==> src/rtl/pong_pkg.sv <==
// Shared screen timing, object geometry and colour codes for the pong game core and renderer.
package pong_pkg;

    localparam int unsigned H_ACTIVE = 640;
    localparam int unsigned H_FP     = 16;
    localparam int unsigned H_SYNC   = 96;
    localparam int unsigned H_BP     = 48;
    localparam int unsigned H_TOTAL  = H_ACTIVE + H_FP + H_SYNC + H_BP;

    localparam int unsigned V_ACTIVE = 480;
    localparam int unsigned V_FP     = 10;
    localparam int unsigned V_SYNC   = 2;
    localparam int unsigned V_BP     = 33;
    localparam int unsigned V_TOTAL  = V_ACTIVE + V_FP + V_SYNC + V_BP;

    localparam int unsigned BALL_SIZE     = 10;
    localparam int unsigned PADDLE_WIDTH  = 10;
    localparam int unsigned PADDLE_HEIGHT = 60;
    localparam int unsigned OPP_X         = 630;

    localparam int unsigned NET_X_LO = 318;
    localparam int unsigned NET_X_HI = 321;

    localparam int unsigned BALL_X_RESET   = 320;
    localparam int unsigned BALL_Y_RESET   = 240;
    localparam int unsigned PADDLE_Y_RESET = 210;

    localparam logic [5:0] COL_WHITE = 6'b111111;
    localparam logic [5:0] COL_NET   = 6'b010101;
    localparam logic [5:0] COL_BLACK = 6'b000000;

    // lo <= pos < lo + size, widened to 11 bits so lo + size cannot wrap.
    function automatic logic in_span(input logic [9:0] pos, input logic [9:0] lo,
                                     input logic [9:0] size);
        return (pos >= lo) && ({1'b0, pos} < ({1'b0, lo} + {1'b0, size}));
    endfunction

endpackage

==> src/rtl/vga_timing_gen.sv <==
// VGA pixel/line counters with raw (unregistered) sync, blanking and per-frame snapshot strobe.
module vga_timing_gen
    import pong_pkg::*;
#(
    parameter int unsigned HActive = pong_pkg::H_ACTIVE,
    parameter int unsigned HFp     = pong_pkg::H_FP,
    parameter int unsigned HSync   = pong_pkg::H_SYNC,
    parameter int unsigned HBp     = pong_pkg::H_BP,
    parameter int unsigned VActive = pong_pkg::V_ACTIVE,
    parameter int unsigned VFp     = pong_pkg::V_FP,
    parameter int unsigned VSync   = pong_pkg::V_SYNC,
    parameter int unsigned VBp     = pong_pkg::V_BP
) (
    input  logic       clk_i,
    input  logic       rst_i,
    output logic [9:0] h_cnt_o,
    output logic [9:0] v_cnt_o,
    output logic       hsync_o,
    output logic       vsync_o,
    output logic       de_o,
    output logic       snapshot_o
);

    localparam logic [9:0] HLast    = 10'(HActive + HFp + HSync + HBp - 1);
    localparam logic [9:0] VLast    = 10'(VActive + VFp + VSync + VBp - 1);
    localparam logic [9:0] HVis     = 10'(HActive);
    localparam logic [9:0] VVis     = 10'(VActive);
    localparam logic [9:0] HSyncLo  = 10'(HActive + HFp);
    localparam logic [9:0] HSyncEnd = 10'(HActive + HFp + HSync);
    localparam logic [9:0] VSyncLo  = 10'(VActive + VFp);
    localparam logic [9:0] VSyncEnd = 10'(VActive + VFp + VSync);
    localparam logic [9:0] VSnap    = 10'(VActive - 1);

    logic [9:0] h_q, h_d;
    logic [9:0] v_q, v_d;

    always_comb begin
        h_d = h_q + 10'd1;
        v_d = v_q;
        if (h_q == HLast) begin
            h_d = '0;
            v_d = (v_q == VLast) ? '0 : v_q + 10'd1;
        end
    end

    always_ff @(posedge clk_i) begin
        if (rst_i) begin
            h_q <= '0;
            v_q <= '0;
        end else begin
            h_q <= h_d;
            v_q <= v_d;
        end
    end

    assign h_cnt_o    = h_q;
    assign v_cnt_o    = v_q;
    assign hsync_o    = !((h_q >= HSyncLo) && (h_q < HSyncEnd));
    assign vsync_o    = !((v_q >= VSyncLo) && (v_q < VSyncEnd));
    assign de_o       = (h_q < HVis) && (v_q < VVis);
    // Last pixel of the last visible line: latch coordinates for the next frame.
    assign snapshot_o = (h_q == HLast) && (v_q == VSnap);

endmodule

==> src/rtl/pong_vga_renderer.sv <==
// Pong renderer: per-frame coordinate snapshot, object hit tests and registered VGA outputs.
module pong_vga_renderer
    import pong_pkg::*;
#(
    parameter int unsigned HActive = pong_pkg::H_ACTIVE,
    parameter int unsigned HFp     = pong_pkg::H_FP,
    parameter int unsigned HSync   = pong_pkg::H_SYNC,
    parameter int unsigned HBp     = pong_pkg::H_BP,
    parameter int unsigned VActive = pong_pkg::V_ACTIVE,
    parameter int unsigned VFp     = pong_pkg::V_FP,
    parameter int unsigned VSync   = pong_pkg::V_SYNC,
    parameter int unsigned VBp     = pong_pkg::V_BP
) (
    input  logic       clk,
    input  logic       rst,
    input  logic [9:0] ball_x,
    input  logic [9:0] ball_y,
    input  logic [9:0] paddle_y,
    input  logic [9:0] opp_paddle_y,
    output logic       hsync,
    output logic       vsync,
    output logic       de,
    output logic [5:0] rgb,
    output logic       frame_tick,
    output logic [9:0] h_cnt,
    output logic [9:0] v_cnt
);

    logic hsync_raw, vsync_raw, de_raw, snapshot;

    vga_timing_gen #(
        .HActive (HActive),
        .HFp     (HFp),
        .HSync   (HSync),
        .HBp     (HBp),
        .VActive (VActive),
        .VFp     (VFp),
        .VSync   (VSync),
        .VBp     (VBp)
    ) u_timing (
        .clk_i      (clk),
        .rst_i      (rst),
        .h_cnt_o    (h_cnt),
        .v_cnt_o    (v_cnt),
        .hsync_o    (hsync_raw),
        .vsync_o    (vsync_raw),
        .de_o       (de_raw),
        .snapshot_o (snapshot)
    );

    logic [9:0] ball_x_q, ball_y_q, paddle_y_q, opp_y_q;
    logic       hsync_q, vsync_q, de_q, frame_tick_q;
    logic [5:0] rgb_q, rgb_d;
    logic       hit_ball, hit_paddle, hit_net;

    always_comb begin
        hit_ball   = in_span(h_cnt, ball_x_q, 10'(BALL_SIZE))
                  && in_span(v_cnt, ball_y_q, 10'(BALL_SIZE));
        hit_paddle = ((h_cnt < 10'(PADDLE_WIDTH))
                      && in_span(v_cnt, paddle_y_q, 10'(PADDLE_HEIGHT)))
                  || (in_span(h_cnt, 10'(OPP_X), 10'(PADDLE_WIDTH))
                      && in_span(v_cnt, opp_y_q, 10'(PADDLE_HEIGHT)));
        // Dashed centre line: 16 lines drawn, 16 lines skipped.
        hit_net    = (h_cnt >= 10'(NET_X_LO)) && (h_cnt <= 10'(NET_X_HI)) && !v_cnt[4];

        rgb_d = COL_BLACK;
        if (de_raw) begin
            if (hit_ball) begin
                rgb_d = COL_WHITE;
            end else if (hit_paddle) begin
                rgb_d = COL_WHITE;
            end else if (hit_net) begin
                rgb_d = COL_NET;
            end
        end
    end

    always_ff @(posedge clk) begin
        if (rst) begin
            ball_x_q     <= 10'(BALL_X_RESET);
            ball_y_q     <= 10'(BALL_Y_RESET);
            paddle_y_q   <= 10'(PADDLE_Y_RESET);
            opp_y_q      <= 10'(PADDLE_Y_RESET);
            hsync_q      <= 1'b1;
            vsync_q      <= 1'b1;
            de_q         <= 1'b0;
            rgb_q        <= COL_BLACK;
            frame_tick_q <= 1'b0;
        end else begin
            if (snapshot) begin
                ball_x_q   <= ball_x;
                ball_y_q   <= ball_y;
                paddle_y_q <= paddle_y;
                opp_y_q    <= opp_paddle_y;
            end
            hsync_q      <= hsync_raw;
            vsync_q      <= vsync_raw;
            de_q         <= de_raw;
            rgb_q        <= rgb_d;
            frame_tick_q <= snapshot;
        end
    end

    assign hsync      = hsync_q;
    assign vsync      = vsync_q;
    assign de         = de_q;
    assign rgb        = rgb_q;
    assign frame_tick = frame_tick_q;

endmodule

==> config.mk <==
export PLATFORM = sky130hd
export DESIGN_NAME = pong_vga_renderer
export DESIGN_NICKNAME = d
export VERILOG_FILES = /design/src/rtl/pong_pkg.sv /design/src/rtl/vga_timing_gen.sv /design/src/rtl/pong_vga_renderer.sv
export SDC_FILE = /design/constraint.sdc
export NUM_CORES = 1
export LEC_CHECK = 0
export BUFFER_PORTS_ARGS = -buffer_cell sky130_fd_sc_hd__buf_4
export CAP_MARGIN = 20
export CORE_ASPECT_RATIO = 0.6
export CORE_MARGIN = 2
export CORE_UTILIZATION = 50
export DETAILED_ROUTE_END_ITERATION = 6
export PLACE_DENSITY = 0.74
export SETUP_SLACK_MARGIN = 0.5
export SYNTH_ARGS = -nofsm -noshare
export SYNTH_HDL_FRONTEND = slang
export SYNTH_HIERARCHICAL = 1
export SYNTH_SLANG_ARGS = --single-unit
==> constraint.sdc <==
create_clock -name clk -period 3.7 [get_ports clk]
set_input_delay 0.74 -clock clk [delete_from_list [all_inputs] [get_ports clk]]
set_output_delay 0.74 -clock clk [all_outputs]
set_load 0.05 [all_outputs]
==> results of run 1 <==
[state kept, by name, summed over array words and instances (netlist names)]
register and flops:
u_timing/h_cnt_o 10, ball_y_q 10, paddle_y_q 10, ball_x_q 10, u_timing/v_cnt_o 10, de 1, opp_y_q 10, hsync 1
vsync 1, frame_tick 1, rgb 2
[layer usage]
metal  global-route usage [%]  part of all wire, %
met4                     9.15                  1.7
met1                     34.3                   48
met3                     6.73                  7.7
met2                     39.3                   43
met5                        0                    0
[kinds of logic after synthesis]
group | synth area share, %
simple gates | 19.1
buf+inv | 5.55
xor+xnor | 7.08
fa+ha+maj | 21.5
flops | 27.4
mux | 5.39
compound gates | 14.0
[worst max-delay path, cell delays in order, from the launching register on]
cell	delay, ns
dfxtp_1	0.52
ha_1	0.28
nand3_1	0.24
or4_1	0.63
nor4_2	0.35
buf_12	0.33
mux2i_1	0.25
nor2_1	0.06
[stage by stage]
stage	cell area [sq um]	util, %	setup WS [ns]	std cells	total power [uW]
final	5830	62.7	0.875	771	1740
after global routing	5830	62.7	0.662	771	1790
after CTS	5830	62.7	0.897	771	1750
after detailed placement	5500	59.2	0.930	755	820
after global placement	5500	59.2	1.07	755	818
after floorplan	4830	-	0.733	565	771
[worst paths after layout]
check	cells after the start	to	startpoint	slack (ns)
max	7	paddle_y_q[3]	u_timing/h_cnt_o[1]	0.87
min	2	paddle_y_q[1]	paddle_y_q[1]	0.49
max reg2reg	7	paddle_y_q[3]	u_timing/h_cnt_o[1]	0.87
min reg2reg	2	paddle_y_q[1]	paddle_y_q[1]	0.49
[power groups by stage]
stage                     clock network, uW  logic, uW  registers (uW)
after floorplan                           0       23.7             747
after global placement                    0       81.8             737
after detailed placement                  0       82.7             737
after CTS                               948       83.5             721
after global routing                    980       90.1             722
final                                   934       83.5             721
[cell type report]
type	instances	area, sq um	area share (%)
clock inverters	7	101	1.74
flip-flops and latches	66	1320	22.7
repair buffers	77	591	10.1
inverters	49	184	3.16
clock buffers	9	225	3.86
multi-input cells	433	3240	55.6
well taps	130	163	2.79
[cells in the mapped netlist, drive strengths merged, types with 14 or more instances]
master  instances
nand3          18
nor2           52
dfxtp          66
nor3           14
o211ai         17
nand2          42
ha             83
inv            49
mux2i          26
o21ai          20
a21oi          28
xnor2          28
==> metrics.log, run 1 <==
INFO  metric detailed_place_hpwl = 9690 um
INFO  metric dieWidth = 131 um
INFO  metric final.fill_count = 816
INFO  metric ctsRootBufferMaster = clkbuf_16
INFO  metric postcts_setup_bufs = 0
INFO  metric synth.distinct_cells = 56
INFO  metric clock-sinks = 66
INFO  metric clk_pin_slew_worst_paths = 0.06 ns
INFO  metric endpoint_kind = flop
INFO  metric final_critical_delay_including_setup_and_external_delays = 2.83 ns
INFO  metric clk_path_buf_depth = 2
INFO  metric worst_ep_arrival_time = 3.04 ns
INFO  metric cts-resized-gates = 0
INFO  metric finalSetupViolations = 0
INFO  metric number_of_antenna_violations_at_the_first_check_in_global_routing = 0
INFO  metric antennaDiodeCount = 0
INFO  metric p_int = 1350 uW
INFO  metric timing.max_cap.violations = 0
INFO  metric final_antenna_net_count = 0
INFO  metric post_drt_wl_per_cell = 16.4 um
INFO  metric grt_max_degree = 56
INFO  metric edff_count_synth = 0
INFO  metric numPortBuffers = 71
INFO  metric worst_slew_margin_rel = 52.8%
INFO  metric worstMarginPinSlew = 0.708 ns
INFO  metric dr.pass1.iters = 5
INFO  metric crit_path_max_fanout = 55
INFO  metric first_global_vias = 4,245
INFO  metric postSynth.asyncResetShare = 0%
INFO  metric postSynth.topFlopCell = dfxtp_1
INFO  metric finalCritPeriodShare = 76.4%
INFO  metric criticalPathCategory = reg2reg
INFO  metric required = 3.91 ns
INFO  metric dieArea = 10,500 sq um
INFO  metric cts_tree = yes
INFO  metric layout-drive-gt1-share = 17.3%
INFO  metric fp.dieH = 80.1 um
INFO  metric cts_hold_repair.buffers = 0
INFO  metric area_growth = 20.8%
INFO  metric route.detailed.vias_per_inst = 5.68
INFO  metric clockPowerShare = 53.7%
INFO  metric layout_common_cells = ha_1 (83), buf_4 (76), dfxtp_1 (66)
INFO  metric maxSlewViolCount = 0
INFO  metric rsz_0062_raised_after_global_routing = no
INFO  metric final_common_cell = ha_1
INFO  metric syn-cell-area = 4830 sq um
INFO  metric vias = 4,383
INFO  metric layout.nets = 761
INFO  metric synth_top_cells_by_area = dfxtp_1 (27%), ha_1 (22%), mux2i_1 (5.4%), xnor2_1 (5.1%), nor2_1 (4.0%)
INFO  metric synth_top_cell_area_share = 27.4%
INFO  metric sw_frac_of_total = 22.4%
INFO  metric worst_hold_check_path_type = reg2reg
INFO  metric drc = 0
INFO  metric ys_ff_latch = 66
INFO  metric numCtsBuffers = 9
INFO  metric seq_power_share = 41.5%
INFO  metric initial_utilization = 51.9%
INFO  metric run_status = complete, no violations
INFO  metric syn_inst = 565
INFO  metric ys.warnings.count = 6
INFO  metric p_per_area = 298 nW/um^2
INFO  metric fin_worst_hold_slack = 0.495 ns
INFO  metric static-leakage-power = 0.00263 uW
INFO  metric setup-tns-final = 0 ns
INFO  metric final_hold_viol_count = 0
INFO  metric route.final.wire_length = 12,700 um
INFO  metric netlist.top_cell.by_area = dfxtp_1
INFO  metric detailedRoute.firstIterationViolations = 305
INFO  metric core_area = 9290 sq um
INFO  metric fmaxAchievable = 354 MHz
INFO  metric clkLatencyLatePin = 0.34 ns
INFO  metric grt.overflow.total = 0
INFO  metric p_sw = 389 uW
INFO  metric p_comb_share = 4.8%
INFO  metric startpoint_type = flop
INFO  metric groute.usage.overall = 25.5%
INFO  metric h-tree-depth = 3
INFO  metric finClkSkew = 0.00700 ns
INFO  metric avg_cell_area_syn = 8.54 sq um
INFO  metric io-pin-count = 72
INFO  metric site_row_count = 27
INFO  metric synth_nets = 690
INFO  metric grt_first_pass_wirelength = 20,500 um
INFO  metric routabilityCongestion = 0.929
INFO  metric max-vdd-ir-drop = 211 uV
INFO  metric synth.yosys.seq_area_share = 27.4%
(Power assumes the default switching activity.)
==> inputs of run 2 (changes only) <==
Clock period 3.7 ns to 2.85 ns, I/O delays scaled along.
==> run 2 against run 1 <==
Net effect:
- global-route usage up 1.9 points
- non-clock buffer count is 16 higher
- final cell count is 2.1% higher
- power grew 22%
- sequential cell count stayed put
- clock power grew 15%
- clock skew is 0.0029 ns lower
- die area stayed put
- critical endpoint is now rgb[4]
- highest routed layer unchanged
==> metrics.log, run 2 (synthesis results as in run 1) <==
INFO  metric run_status = complete, no violations
INFO  metric grt.overflow.total = 0 (unchanged)
INFO  metric layout_common_cells = buf_4 (89), ha_1 (78), nor2_1 (50)
INFO  metric setup-tns-final = 0 ns (unchanged)
INFO  metric criticalPathCategory = reg2reg
INFO  metric max-vdd-ir-drop = 270 uV (+28%)
INFO  metric vias = 4,540 (+3.6%)
INFO  metric routabilityCongestion = 0.922 (-0.73%)
INFO  metric worstMarginPinSlew = 0.703 ns (-0.00457 ns)
INFO  metric fp.dieH = 80.1 um (unchanged)
INFO  metric initial_utilization = 51.9% (unchanged)
INFO  metric cts_hold_repair.buffers = 0 (unchanged)
INFO  metric grt_max_degree = 38 (-32%)
INFO  metric dieWidth = 131 um (unchanged)
INFO  metric detailedRoute.firstIterationViolations = 411 (+35%)
INFO  metric final_core_utilization = 66.0% (+3.3 points)
INFO  metric groute.usage.overall = 27.4% (+1.9 points)
INFO  metric layout-drive-gt1-share = 26.2% (+8.9 points)
INFO  metric clk_path_buf_depth = 2 (unchanged)
INFO  metric grt_first_pass_wirelength = 22,100 um (+7.9%)
INFO  metric worst_hold_check_path_type = in2reg
INFO  metric design_area = 6130 sq um (+5.3%)
INFO  metric maxSlewViolCount = 0 (unchanged)
INFO  metric final_common_cell = buf_4
INFO  metric route.detailed.vias_per_inst = 5.77 (+1.5%)
INFO  metric final_critical_delay_including_setup_and_external_delays = 2.43 ns (-0.400 ns)
INFO  metric static-leakage-power = 0.00274 uW (+4.1%)
INFO  metric cts_tree = yes
INFO  metric endpoint_kind = flop
INFO  metric first_global_vias = 4,358 (+2.7%)
INFO  metric io-pin-count = 72 (unchanged)
INFO  metric drc = 0 (unchanged)
INFO  metric h-tree-depth = 3 (unchanged)
INFO  metric finalSetupViolations = 0 (unchanged)
INFO  metric area_growth = 27.1%
INFO  metric numCtsBuffers = 9 (unchanged)
INFO  metric post-place-cells = 760 (+0.66%)
INFO  metric number_of_antenna_violations_at_the_first_check_in_global_routing = 0 (unchanged)
INFO  metric finClkSkew = 0.00411 ns (-0.00288 ns)
INFO  metric final_hold_viol_count = 0 (unchanged)
INFO  metric clkLatencyLatePin = 0.34 ns (about the same)
INFO  metric clk_pin_slew_worst_paths = 0.06 ns (about the same)
INFO  metric worst_slew_margin_rel = 53.1% (+0.31 points)
INFO  metric instances_no_fill = 787 (+2.1%)
INFO  metric detailed_place_hpwl = 9740 um (+0.53%)
INFO  metric total_area_of_multi_input_combinational_cells = 3390 sq um (+4.4%)
INFO  metric ctsRootBufferMaster = clkbuf_16
INFO  metric p_per_area = 345 nW/um^2 (+16%)
INFO  metric startpoint_type = flop
INFO  metric worst_ep_arrival_time = 2.69 ns (-0.35 ns)
INFO  metric fmaxAchievable = 412 MHz (+16%)
INFO  metric core_area = 9290 sq um (unchanged)
INFO  metric route.final.wire_length = 13,900 um (+10%)
INFO  metric antennaDiodeCount = 0 (unchanged)
INFO  metric post_drt_wl_per_cell = 17.7 um (+7.8%)
INFO  metric finalCritPeriodShare = 85.1% (+8.8 points)
INFO  metric final-seq-area = 1370 sq um (+3.5%)
INFO  metric dr.pass1.iters = 5 (unchanged)
INFO  metric layout.nets = 777 (+2.1%)
INFO  metric clock-sinks = 66 (unchanged)
INFO  metric final_antenna_net_count = 0 (unchanged)
INFO  metric postPlaceCellArea = 5570 sq um (+1.2%)
INFO  metric timing.max_cap.violations = 0 (unchanged)
INFO  metric rsz_0062_raised_after_global_routing = yes
INFO  metric dieArea = 10,500 sq um (unchanged)
INFO  metric numPortBuffers = 71 (unchanged)
INFO  metric site_row_count = 27 (unchanged)
INFO  metric final.fill_count = 751 (-8.0%)
INFO  metric crit_path_max_fanout = 4 (-93%)
INFO  metric required = 3.12 ns (-0.79 ns)
[run 2: power breakdown]
group	total (uW)	switching, uW	leakage, uW	internal (uW)
combinational	115	58.3	0.00205	56.6
sequential	933	10.5	0.000546	923
clock	1070	427	0.000137	643
[run 2: area by class of cell]
class | instances | area share [%]
clock inverter | 5 | 0.612
clock buffer | 11 | 4.14
multi-input combinational | 433 | 55.2
timing repair buffer | 93 | 12.1
tap | 130 | 2.65
inverter | 49 | 3.00
sequential | 66 | 22.3
[run 2: path summary, 6_finish.rpt]
check | startpoint | to | slack (ns) | cells past startpoint
setup / recovery | ball_x_q[1] | rgb[4] | 0.42 | 10
setup reg to reg | ball_x_q[1] | rgb[4] | 0.42 | 10
hold / removal | paddle_y[6] | paddle_y_q[6] | 0.45 | 3
hold reg to reg | opp_y_q[1] | opp_y_q[1] | 0.49 | 2
[run 2: critical path, stage by stage, from the launching register on]
cell,delay (ns)
dfxtp_4,0.38
a21oi_2,0.08
nor3_2,0.22
nand3_1,0.12
xnor2_1,0.24
ha_1,0.28
a211o_1,0.30
a31o_1,0.19
a31oi_1,0.22
o2111ai_2,0.15
a31oi_1,0.18
[run 2: what timing repair did]
action | in CTS | in global routing
setup endpoints to repair | 35 | 42
cloned | 3 | 0
pin swaps | 8 | 17
setup buffers | 4 | 4
gates resized for setup | 19 | 27
[run 2: stage by stage]
step                total power [uW]  worst slack (ns)  hold slack (ns)
finish                          2120             0.425            0.449
global route                    2180             0.385            0.443
CTS                             2130             0.487            0.441
detailed placement              1070             0.335            0.461
global placement                1060             0.414            0.446
floorplan                       1000             0.458            0.459
[run 2: routing by layer]
layer	wire, um	track usage, %
met1	6700	39.6
met2	5890	41.5
met3	1110	5.73
met4	235	7.13
met5	0	0
==> inputs of run 3 (changes only) <==
==> constraint.sdc (replaced) <==
create_clock -name clk -period 2.85 [get_ports clk]
set_input_delay 0.285 -clock clk [delete_from_list [all_inputs] [get_ports clk]]
set_output_delay 0.285 -clock clk [all_outputs]
set_load 0.05 [all_outputs]
==> run 3 against run 2 <==
Net effect:
- worst hold slack worse by 0.29 ns
- die area unchanged
- highest routed layer unchanged
- critical endpoint unchanged
- largest power group unchanged
- clock power down 7%
- final cell count up 0.38%
==> metrics.log, run 3 (synthesis results as in run 1) <==
INFO  metric required = 3.11 ns (about the same)
INFO  metric worst_ep_arrival_time = 2.60 ns (-0.09 ns)
INFO  metric holdPathEnd = paddle_y_q[6]
INFO  metric top_layer_used = met4
INFO  metric layout_common_cells = buf_4 (92), ha_1 (77), nor2_1 (50)
INFO  metric hold_path_depth = 3 (unchanged)
INFO  metric first_global_vias = 4,474 (+2.7%)
INFO  metric grt.overflow.total = 0 (unchanged)
INFO  metric finClkSkew = 0.00722 ns (+0.00311 ns)
INFO  metric layout-drive-gt1-share = 27.9% (+1.7 points)
INFO  metric ctsRootBufferMaster = clkbuf_16
INFO  metric design_area = 6180 sq um (+0.73%)
INFO  metric routabilityCongestion = 0.901 (-2.3%)
INFO  metric cts_tree = yes
INFO  metric worst_hold_check_path_type = in2reg
INFO  metric drc = 0 (unchanged)
INFO  metric groute.usage.overall = 27.6% (+0.16 points)
INFO  metric m1_wl = 6720 um (+0.24%)
INFO  metric route.final.wire_length = 14,100 um (+1.3%)
INFO  metric postPlaceCellArea = 5560 sq um (-0.13%)
INFO  metric timing.critical_path.slowest_stage_cell = dfxtp_2
INFO  metric fmaxAchievable = 427 MHz (+3.6%)
INFO  metric vias = 4,576 (+0.79%)
INFO  metric finalCritPeriodShare = 82.1% (-3.0 points)
INFO  metric antennaDiodeCount = 0 (unchanged)
INFO  metric finalSetupViolations = 0 (unchanged)
INFO  metric worst_path_dominant_cell_family = compound AO/OA/AOI/OAI gates
INFO  metric dr.pass1.iters = 5 (unchanged)
INFO  metric grt_max_degree = 38 (unchanged)
INFO  metric final_antenna_net_count = 0 (unchanged)
INFO  metric worst-path-buf-inv = 1 (+1)
INFO  metric post_drt_wl_per_cell = 17.9 um (+0.93%)
INFO  metric detailedRoute.firstIterationViolations = 375 (-8.8%)
INFO  metric route.detailed.vias_per_inst = 5.79 (+0.41%)
INFO  metric timing.reg2reg.worst_path_depth = 10 (unchanged)
INFO  metric clkLatencyLatePin = 0.34 ns (about the same)
INFO  metric cp-startpoint = ball_x_q[4]
INFO  metric r2r_slack = 0.51 ns (+0.09 ns)
INFO  metric met3WireLength = 1240 um (+11%)
INFO  metric final_hold_viol_count = 0 (unchanged)
INFO  metric layout.nets = 780 (+0.39%)
INFO  metric cpPeakStageDelay = 0.36 ns (-0.02 ns)
INFO  metric initial_utilization = 51.9% (unchanged)
INFO  metric setup-tns-final = 0 ns (unchanged)
INFO  metric h-tree-depth = 3 (unchanged)
INFO  metric rsz_0062_raised_after_global_routing = yes
INFO  metric dieArea = 10,500 sq um (unchanged)
INFO  metric fp.dieH = 80.1 um (unchanged)
INFO  metric io-pin-count = 72 (unchanged)
INFO  metric dieWidth = 131 um (unchanged)
INFO  metric hold_start = paddle_y[6]
INFO  metric crit-reg2reg-capture = rgb[4]
INFO  metric clk_pin_slew_worst_paths = 0.06 ns (about the same)
INFO  metric endpoint_kind = flop
INFO  metric cp_cell_sequence = inv_2 > nor3_4 > nand3_1 > xnor2_1 > ha_1 > a211o_1 > a31o_1 > a31oi_2 > o2111ai_2 > a31oi_1
INFO  metric crit_path_max_fanout = 4 (unchanged)
INFO  metric clock-sinks = 66 (unchanged)
INFO  metric core_area = 9290 sq um (unchanged)
INFO  metric clk_path_buf_depth = 2 (unchanged)
INFO  metric final_critical_delay_including_setup_and_external_delays = 2.34 ns (-0.0852 ns)
INFO  metric worstMarginPinSlew = 0.715 ns (+0.0121 ns)
INFO  metric timing.rr.start = ball_x_q[4]
INFO  metric p_per_area = 333 nW/um^2 (-3.7%)
INFO  metric criticalPathCategory = reg2reg
INFO  metric static-leakage-power = 0.00276 uW (+0.87%)
INFO  metric fin_worst_hold_slack = 0.164 ns (-0.285 ns)
INFO  metric startpoint_type = flop
INFO  metric run_status = complete, no violations
INFO  metric detailed_place_hpwl = 9640 um (-1.0%)
INFO  metric maxSlewViolCount = 0 (unchanged)
INFO  metric number_of_antenna_violations_at_the_first_check_in_global_routing = 0 (unchanged)
INFO  metric dr_wl_met2 = 5840 um (-0.87%)
INFO  metric final.fill_count = 746 (-0.67%)
INFO  metric final_common_cell = buf_4
INFO  metric numPortBuffers = 71 (unchanged)
INFO  metric worst_slew_margin_rel = 52.2% (-0.81 points)
INFO  metric grt_first_pass_wirelength = 22,200 um (+0.28%)
INFO  metric area_growth = 28.1%
INFO  metric max-vdd-ir-drop = 271 uV (+0.40%)
INFO  metric timing.max_cap.violations = 0 (unchanged)
INFO  metric site_row_count = 27 (unchanged)
INFO  metric cts_hold_repair.buffers = 0 (unchanged)
INFO  metric numCtsBuffers = 9 (unchanged)
run 3: final cells by class:
type	instances	area, sq um	share of cell area (%)
tap	130	163	2.63
multi-input combinational	433	3430	55.4
inverter	49	184	2.98
sequential	66	1370	22.2
timing repair buffer	96	766	12.4
clock inverter	7	46.3	0.749
clock buffer	9	225	3.64
run 3: worst register-to-register path, delay by kind of cell, from the launching register on:
kind,cells,cell delay [ns]
adder cells (fa/ha/maj),1,0.28
AND/OR/NAND/NOR,2,0.29
flip-flops,1,0.36
buffers and inverters,1,0.08
AO/OA/AOI/OAI,5,1.06
XOR/XNOR,1,0.19
run 3: worst max-delay path by stage:
| stage | to | slack (ns) | cells after the start |
|---|---|---|---|
| finish | rgb[4] | 0.51 | 10 |
| global route | rgb[4] | 0.38 | 10 |
| CTS | rgb[4] | 0.49 | 10 |
| detailed placement | rgb[4] | 0.30 | 10 |
| global placement | paddle_y_q[2] | 0.41 | 7 |
| floorplan | ball_x_q[9] | 0.46 | 8 |
run 3: repair_timing:
item / in CTS / in global routing
buffers inserted: 6 / 6
pin swaps: 8 / 13
resized for setup: 19 / 37
endpoints found under the setup margin: 42 / 43
cloned: 3 / 0
run 3: per-stage QoR:
| stage | instances | total power (uW) | setup slack (ns) | util (%) |
|---|---|---|---|---|
| 6_report | 790 | 2060 | 0.510 | 66.5 |
| 5_1_grt | 790 | 2130 | 0.378 | 66.5 |
| 4_1_cts | 784 | 2070 | 0.487 | 64.7 |
| 3_3_place_gp | 759 | 1060 | 0.407 | 59.9 |
| 3_5_place_dp | 759 | 1070 | 0.295 | 59.9 |
| 2_1_floorplan | 565 | 1000 | 0.458 | - |
run 3: metal layers:
metal	global-route usage (%)	up-vias
met4	9.04	0
met2	40.4	210
met3	7.46	35
met1	39.1	2137
met5	0	-
li1	-	2194
run 3: power breakdown:
group / internal (uW) / total (uW) / switching [uW]
Combinational: 57.6 / 118 / 60.8
Clock: 584 / 1000 / 421
Sequential: 924 / 932 / 8.75
Total: 1560 / 2060 / 491
